### config.mk
export PLATFORM = sky130hd
export DESIGN_NAME = serializer
export DESIGN_NICKNAME = d
export VERILOG_FILES = /design/src/rtl/serializer_pkg.sv /design/src/rtl/serializer.sv
export SDC_FILE = /design/constraint.sdc
export NUM_CORES = 1
export LEC_CHECK = 0
export CORE_ASPECT_RATIO = 0.75
export CORE_MARGIN = 10
export CORE_UTILIZATION = 50
export DETAILED_ROUTE_END_ITERATION = 8
export PLACE_DENSITY_LB_ADDON = 0.25
export SLEW_MARGIN = 15
export SYNTH_ARGS = -nofsm -noshare
export SYNTH_HDL_FRONTEND = slang
export SYNTH_SLANG_ARGS = --single-unit
### constraint.sdc
create_clock -name clk_i -period 8.1 [get_ports clk_i]
set_clock_uncertainty 0.2 [all_clocks]
set_input_delay 1.215 -clock clk_i [delete_from_list [all_inputs] [get_ports clk_i]]
set_output_delay 1.215 -clock clk_i [all_outputs]
set_load 0.03 [all_outputs]
### src/rtl/serializer_pkg.sv
// Shared constants and state encoding for the parallel-to-serial converter.
package serializer_pkg;

    localparam int unsigned DATA_W_DEF = 16;
    localparam int unsigned MOD_W_DEF  = $clog2(DATA_W_DEF);

    // Shortest word the downstream deserializer can frame; lengths below are dropped.
    localparam int unsigned MIN_LEN    = 3;

    typedef enum logic {
        IDLE  = 1'b0,
        SHIFT = 1'b1
    } state_t;

endpackage

### src/rtl/serializer.sv
// Parallel-to-serial converter: accepts a word plus a bit count and shifts the
// selected bits out MSB-first, one per clock, with a per-bit valid strobe.
module serializer
    import serializer_pkg::*;
#(
    parameter int unsigned DATA_W = DATA_W_DEF,
    parameter int unsigned MOD_W  = $clog2(DATA_W)
) (
    input  logic              clk_i,
    input  logic              arst_i,
    input  logic [DATA_W-1:0] data_i,
    input  logic [MOD_W-1:0]  data_mod_i,
    input  logic              data_val_i,
    output logic              ser_data_o,
    output logic              ser_data_val_o,
    output logic              busy_o
);

    localparam logic [MOD_W:0] FULL_LEN = (MOD_W+1)'(DATA_W);
    localparam logic [MOD_W:0] MIN_L    = (MOD_W+1)'(MIN_LEN);

    state_t            state;
    state_t            state_next;
    logic [DATA_W-1:0] shreg;
    logic [MOD_W:0]    remain;     // bits still to emit after the one on the output
    logic [MOD_W:0]    len;
    logic              len_ok;
    logic              accept;
    logic              last;
    logic              ser_data;
    logic              ser_val;

    // Effective length decode, legality check and next-state selection.
    always_comb begin
        len        = (data_mod_i == '0) ? FULL_LEN : {1'b0, data_mod_i};
        len_ok     = (len >= MIN_L);
        accept     = 1'b0;
        last       = 1'b0;
        state_next = state;
        case (state)
            IDLE: begin
                if (data_val_i && len_ok) begin
                    accept     = 1'b1;
                    state_next = SHIFT;
                end
            end
            SHIFT: begin
                if (remain == '0) begin
                    last       = 1'b1;
                    state_next = IDLE;
                end
            end
            default: state_next = IDLE;
        endcase
    end

    // State register plus shift register, counter and registered serial outputs.
    // The MSB is loaded straight onto the output at acceptance so the first bit
    // is valid the cycle after the accepting edge.
    always_ff @(posedge clk_i or posedge arst_i) begin
        if (arst_i) begin
            state    <= IDLE;
            shreg    <= '0;
            remain   <= '0;
            ser_data <= 1'b0;
            ser_val  <= 1'b0;
        end else begin
            state <= state_next;
            if (accept) begin
                ser_data <= data_i[DATA_W-1];
                ser_val  <= 1'b1;
                shreg    <= {data_i[DATA_W-2:0], 1'b0};
                remain   <= len - 1'b1;
            end else if (last) begin
                ser_data <= 1'b0;
                ser_val  <= 1'b0;
                shreg    <= '0;
            end else if (state == SHIFT) begin
                ser_data <= shreg[DATA_W-1];
                shreg    <= {shreg[DATA_W-2:0], 1'b0};
                remain   <= remain - 1'b1;
            end
        end
    end

    assign ser_data_o     = ser_data;
    assign ser_data_val_o = ser_val;
    assign busy_o         = ser_val;

endmodule
Word level (Yosys, flattened, before mapping)
Index checks and enable logic that the tools add are counted.
{"block": "totals", "ff_bits": 24, "out_inout_bits": 3, "wordCells": 35, "inputBits": 23}
{"block": "op_classes", "magnitude_cmp": 1, "bitwise_logic": 1, "n_mux": 18, "addsub": 2, "n_reduce_logical": 7, "eq_ne": 1}
{"cell": "$mux W16", "n": 3}
{"cell": "$mux W5", "n": 4}
{"cell": "$mux W1", "n": 10}
{"cell": "$sub A5 B1 Y5 const B", "n": 2}
{"cell": "$ge A5 B2 Y1 const B", "n": 1}
{"cell": "$logic_not A5 Y1", "n": 1}
{"cell": "$logic_not A4 Y1", "n": 1}
{"cell": "$reduce_bool A2 Y1", "n": 2}
{"cell": "$reduce_bool A3 Y1", "n": 1}
{"cell": "$ne A2 B2 Y1 const B", "n": 1}
{"cell": "$pmux W1 S2", "n": 1}
{"cell": "$reduce_and A2 Y1", "n": 1}
{"cell": "$logic_and A1 B1 Y1", "n": 1}
{"cell": "$not A1 Y1", "n": 1}

Longest topological paths before layout
Gate-level depths: netlist of the first run.
{"block": "depth", "word_depth": 8, "depth_mapped": 11, "depth_no_buf": 8}

Worst setup path after synthesis of the first run
No wires, ideal clock.
{"block": "synth_path", "kind": "input -> register", "from": "input port data_mod_i[1]", "to": "register remain[4]", "path_slack_ps": 4525, "required_time_ps": 7806, "t_arrival_ps": 3281, "path_stages": 11, "path_cell_list": "buf_4 -> xor2_4 -> a21o_1 -> buf_6 -> buf_4 -> mux2i_1 -> ha_1 -> or3b_2 -> a21oi_1 -> o21ai_0 -> a221oi_2"}
{"block": "synth_via", "elab_chain_len": 8, "elab_cells_between_ends": 11, "classes_between": "add/sub (1); order compare (1); eq/ne (1); mux (4); reduce/logical (4)"}
{"element": "from (decl)", "line_no": "serializer.sv:12", "rtl": "input logic [MOD_W-1:0] data_mod_i,"}
{"element": "$logic_not A4 Y1", "line_no": "serializer.sv:35", "rtl": "len = (data_mod_i == '0) ? FULL_LEN : {1'b0, data_mod_i};"}
{"element": "$mux W5 *", "line_no": "serializer.sv:35"}
{"element": "$ge A5 B2 Y1", "line_no": "serializer.sv:36", "rtl": "len_ok = (len >= MIN_L);"}
{"element": "$logic_and A1 B1 Y1", "line_no": "serializer.sv:42", "rtl": "if (data_val_i && len_ok) begin"}
{"element": "$mux W1", "line_no": "serializer.sv:42"}
{"element": "$mux W1", "line_no": "serializer.sv:40", "rtl": "case (state)"}
{"element": "$ne A2 B2 Y1 (no source line) or $reduce_bool A2 Y1 (tied branches)"}
{"element": "$reduce_and A2 Y1 (no source line)"}
{"element": "to (signal assigned)", "line_no": "serializer.sv:73", "rtl": "remain <= len - 1'b1;"}
{"element": "to (signal assigned)", "line_no": "serializer.sv:81", "rtl": "remain <= remain - 1'b1;"}
{"element": "to (decl)", "line_no": "serializer.sv:25", "rtl": "logic [MOD_W:0] remain;"}
Every way passes the cells marked *; elsewhere a longest branch is shown, timed or not.
A chain may end at the register's enable or synchronous reset.

Worst setup path in the final report of the first run
{"block": "layout_path", "from": "input port data_mod_i[0]", "to": "register remain[4]"}
The elaborated chain is that of the path after synthesis.

==> reports/metrics.cfg, run 1 <==
[status]
status = finished clean

[detailed_routing]
wl_met1_um = 1356
ant_nets = 0
met3_length_um = 250
dr_total_vias = 1161
routed.top_layer = met4
avgRoutedWirePerCell_um = 15.00
drc = 0
routed_wl_um = 3074
drt-initial-drc-count = 100
firstDrtPassIters = 4
vias_per_cell = 5.663
wl_met2_um = 1442

[logic_synthesis]
synth_top_cells_by_count = dfrtp_1, a21oi_1, nor2_1
synthArstFlopShare_pct = 100.0
synthesis.area_mm2 = 0.001389
synth.distinct_cells = 35
avgSynthCellArea_um2 = 8.960
synth.most_common_cell = dfrtp_1
syn-num-nets = 179
synth_flop_cell = dfrtp_1
yosysWarningCount = 0
synth-seq-cells = 23
syn_inst = 155
synth_area_leaders = dfrtp_1, o21bai_1, a21oi_1
synth_top_area_share_pct = 41.44
synth_edf_count = 0
yosys.area.top_type = dfrtp_1
ys_seq_area_share_pct = 41.44

[global_route]
grt_pass1_wl_um = 5292
track_usage_pct = 12.15
antenna_found_initial = 0
grt_max_degree = 24
first_global_vias = 1146
grt-ovfl-total = 0

[cells_and_area]
layout.nets = 194
drive_above_1_share_pct = 5.917
area_growth_pct = 17.75
antennaDiodeCount = 0

[setup_path]
path_class = in -> reg
worstSetupEndpointType = flip-flop
rr_worst_depth = 8
crit_required_ns = 8.08
crit_fanout = 19
cp-start-kind = input port
arrival_ns = 4.35

[pwr]
total_power_w = 0.0005068
vdd_ir_drop_max_mv = 0.1689
power_density_mw_per_mm2 = 309.9
leakage_nw = 0.7243

[clock_tree]
clockRootBuffer = clkbuf_8
cts_inserted_buffers = 3
cts_setup_buffers = 0
cts_num_sinks = 23
post_cts_resized = 0
tritoncts = done
postCtsHoldBufs = 0
clk_path_buf_depth = 2
h-tree-depth = 1
clk_latency_ns = 0.27
path_clk_slew_ns = 0.08

[sta]
drv_slew = 0
finalCritPeriodShare_pct = 53.91
tightestPinTransition_ns = 0.9149
rsz0062_at_grt = false
relSlewSlack_pct = 39.01
tns_ns = 0
min_period_ns = 4.367
setup_viol = 0
finalHoldViolations = 0
timing.fmax_ghz = 0.2290

[die]
core_mm2 = 0.002643
dieWidth_um = 80.86
io_pins = 26
fp.dieH_um = 65.64
fp.dieArea_mm2 = 0.005307
initial_utilization_pct = 52.56
num_rows = 16

[placed_design]
dp_hpwl_um = 2164
gp_congestion = 0.8666
io_buffers = 25

[hold_path]
hold_depth = 2
hp-class = reg -> reg

[job]
cap_violations = 0

logic make-up after synthesis:
logic type / share of synthesized area (%)
mux: 3.243
fa+ha+maj: 0.9008
xor+xnor: 3.244
compound gates: 24.96
simple gates: 18.29
flops: 41.44
buf+inv: 7.927
placed cells by master (no fill, tap or decap), drive strengths merged, types with 2 or more instances in the layout:
| cell | count |
|---|---|
| clkdlybuf4s50 | 25 |
| dfrtp | 23 |
| a21oi | 22 |
| nor2 | 19 |
| nand3 | 18 |
| o21bai | 15 |
| nand2 | 6 |
| nor3 | 5 |
| inv | 4 |
| o21ai | 4 |
| mux2i | 3 |
| clkbuf | 3 |
| nand2b | 2 |
| xnor2 | 2 |
through the flow:
| stage | cell area, um2 | utilization (%) | hold slack (ns) | setup WS (ns) | cells |
|---|---|---|---|---|---|
| finish | 1635 | 61.88 | 0.3131 | 3.733 | 205 |
| global route | 1635 | 61.88 | 0.3506 | 3.506 | 205 |
| CTS | 1635 | 61.88 | 0.3187 | 3.770 | 205 |
| detailed placement | 1589 | 60.13 | 0.2979 | 3.474 | 201 |
| global placement | 1589 | 60.13 | 0.2955 | 3.557 | 201 |
| floorplan | 1389 | - | 0.2945 | 4.525 | 155 |
sequential cells by signal, indices dropped and copies added (netlist names):
name / count
busy_o: 1
state: 1
ser_data_o: 1
remain: 5
shreg: 15
final timing paths:
path,start,endpoint,slack (ns)
min in group asynchronous,arst_i,shreg[5],1.20
max reg2reg,state,remain[4],4.62
max,data_mod_i[0],remain[4],3.73
max in group asynchronous,arst_i,shreg[9],5.98
min reg2reg,busy_o,busy_o,0.31
min,busy_o,busy_o,0.31
power breakdown:
part | internal, W | switching, W | total, W
Combinational | 0.000108 | 0.000118 | 0.000226
Clock | 0.0000344 | 0.0000372 | 0.0000716
Sequential | 0.000166 | 0.0000432 | 0.000210
cell type report:
cell class | count | area (um2)
clock buffers | 3 | 41.29
clock inverters | 1 | 5.005
fillers | 225 | 1007
inverters | 4 | 15.01
multi-input cells | 113 | 703.2
flip-flops and latches | 23 | 575.6
well taps | 36 | 45.04
repair buffers | 25 | 250.2
layer usage:
layer  up-vias  global-route usage (%)
met3         5                   3.668
met2        44                   18.85
met4         0                   3.448
li1        573                       -
met1       539                   15.91
met5         -                       0
worst max-delay path, stage by stage:
cell and delay (ns):
clkdlybuf4s50_1 0.73, xor2_4 0.23, a21o_1 0.57, mux2i_1 0.32, ha_1 0.28, or3b_2 0.51, a21oi_1 0.16, o21ai_0 0.10
a221oi_2 0.23
Power figures use the tool's default switching activity.
==> run 2: changes to the inputs <==
- CORE_UTILIZATION: 50 -> 46
- clock period: 8.1 -> 3.95 ns (I/O delays scaled with it)
==> reports/metrics.cfg, run 2 (synthesis results as in run 1) <==
[sta]
tightestPinTransition_ns = 0.8645
timing.fmax_ghz = 0.2964
drv_slew = 0
finalCritPeriodShare_pct = 85.42
finalHoldViolations = 0
relSlewSlack_pct = 42.30
rsz0062_at_grt = false
min_period_ns = 3.374
setup_viol = 0
tns_ns = 0

[cells_and_area]
n_fill_cell = 267
layout.nets = 198
final_cell_mix = clkdlybuf4s50_1, dfrtp_1, a21oi_1
antennaDiodeCount = 0
drive_above_1_share_pct = 8.092
area_growth_pct = 20.09
layout_commonest_cell = clkdlybuf4s50_1
reg_top3 = shreg x15, remain x5
top_register = shreg
final_util_pct = 57.23
largest_reg_flops = 15

[detailed_routing]
routed_wl_um = 3135
drt-initial-drc-count = 56
vias_per_cell = 5.521
dr_total_vias = 1165
avgRoutedWirePerCell_um = 14.86
ant_nets = 0
firstDrtPassIters = 4
drc = 0

[placed_design]
io_buffers = 25
gp_congestion = 0.7647
dp_hpwl_um = 2225

[setup_path]
cp_num_buf_inv = 1
cp-startpoint = data_mod_i[0]
path_class = in -> reg
timing.rr.end = remain[4]
r2r-start = state
crit_required_ns = 3.93
worstSetupEndpointType = flip-flop
cp-start-kind = input port
rr_worst_depth = 9
cp_slowest_cell = clkdlybuf4s50_1
arrival_ns = 3.35
cpLargestDelayFamily = compound AO/OA/AOI/OAI gates
cp-endpoint = remain[4]
path_depth = 9
rrSetupSlack_ns = 1.11
crit_fanout = 8
path_cells = clkdlybuf4s50_1 -> xor2_4 -> a21o_1 -> mux2i_1 -> ha_1 -> or3b_2 -> a21oi_1 -> o21ai_0 -> a221oi_2
max_stage_delay_ns = 0.73

[job]
cap_violations = 0

[pwr]
p_comb_share_pct = 48.1
power_density_mw_per_mm2 = 629.9
internal_power_w = 0.0006465
netSwitchingPower_w = 0.0004040
seq_power_share_pct = 38.2
swShare_pct = 38.46
leakage_nw = 0.7411
power_frac_clock_pct = 13.8
vdd_ir_drop_max_mv = 0.3411

[status]
status = finished clean

[die]
fp.dieArea_mm2 = 0.005640
initial_utilization_pct = 47.66
fp.dieH_um = 67.59
dieWidth_um = 83.45
num_rows = 17
core_mm2 = 0.002914
io_pins = 26

[clock_tree]
h-tree-depth = 1
cts_inserted_buffers = 3
tritoncts = done
cts_setup_buffers = 0
cts_num_sinks = 23
clockRootBuffer = clkbuf_8
clk_latency_ns = 0.26
postCtsHoldBufs = 0
post_cts_resized = 0
clk_path_buf_depth = 2
path_clk_slew_ns = 0.08

[hold_path]
hold_start = busy_o
hp-class = reg -> reg

[global_route]
grt-ovfl-total = 0
antenna_found_initial = 0
grt_max_degree = 24
first_global_vias = 1157
grt_pass1_wl_um = 5347
track_usage_pct = 11.18

## run 2: changes by cell type in the layout (fill, tap and decap cells not counted)
cell,before,now
buf_4,0,4
## run 2: worst min-delay path by stage
stage           endpoint  slack, ns  depth (start not counted)
6_report          busy_o       0.30                          2
5_1_grt           busy_o       0.34                          2
4_1_cts           busy_o       0.31                          2
3_5_place_dp      busy_o       0.29                          2
3_3_place_gp      busy_o       0.28                          2
2_1_floorplan  shreg[10]       0.29                          2
## run 2: power by group through the flow
stage	Clock (W)	Sequential, W	Combinational (W)
after floorplan	0	0.000414	0.000372
after global placement	0	0.000402	0.000496
after detailed placement	0	0.000405	0.000507
after CTS	0.000150	0.000400	0.000511
after global routing	0.000162	0.000415	0.000566
final	0.000145	0.000401	0.000505
## run 2: layout make-up
cell class / instances / area, um2 / area share (%)
well taps: 38 / 47.55 / 2.851
clock buffers: 3 / 41.29 / 2.476
clock inverters: 1 / 5.005 / 0.3001
flip-flops and latches: 23 / 575.6 / 34.51
repair buffers: 29 / 280.3 / 16.80
multi-input cells: 113 / 703.2 / 42.16
inverters: 4 / 15.01 / 0.9002
## run 2: routing by layer
layer  wire length [um]  GRT usage [%]  part of all wire (%)  up-vias
li1                   -              -                     -      582
met1               1455          13.24                    46      549
met2               1489          19.42                    47       32
met3                179          3.966                   5.7        2
met4                 10          2.500                  0.32        0
met5                  0              0                     0        -
## run 2: worst reg2reg max path: stages, from the launching register on
cell      delay [ns]
dfrtp_1         0.36
buf_4           0.21
nand2b_1        0.22
a21o_1          0.24
mux2i_1         0.21
ha_1            0.29
or3b_2          0.51
a21oi_1         0.17
o21ai_0         0.11
a221oi_2        0.24
## run 2: metrics by stage
step	total power (W)	area [um2]	instances	setup WS, ns	hold WS [ns]
2_1_floorplan	0.0007864	1389	155	0.9973	0.2945
3_3_place_gp	0.0008985	1622	207	0.4424	0.2846
3_5_place_dp	0.0009125	1622	207	0.3276	0.2858
4_1_cts	0.001062	1668	211	0.6130	0.3072
5_1_grt	0.001143	1668	211	0.4277	0.3370
6_report	0.001051	1668	211	0.5758	0.3008
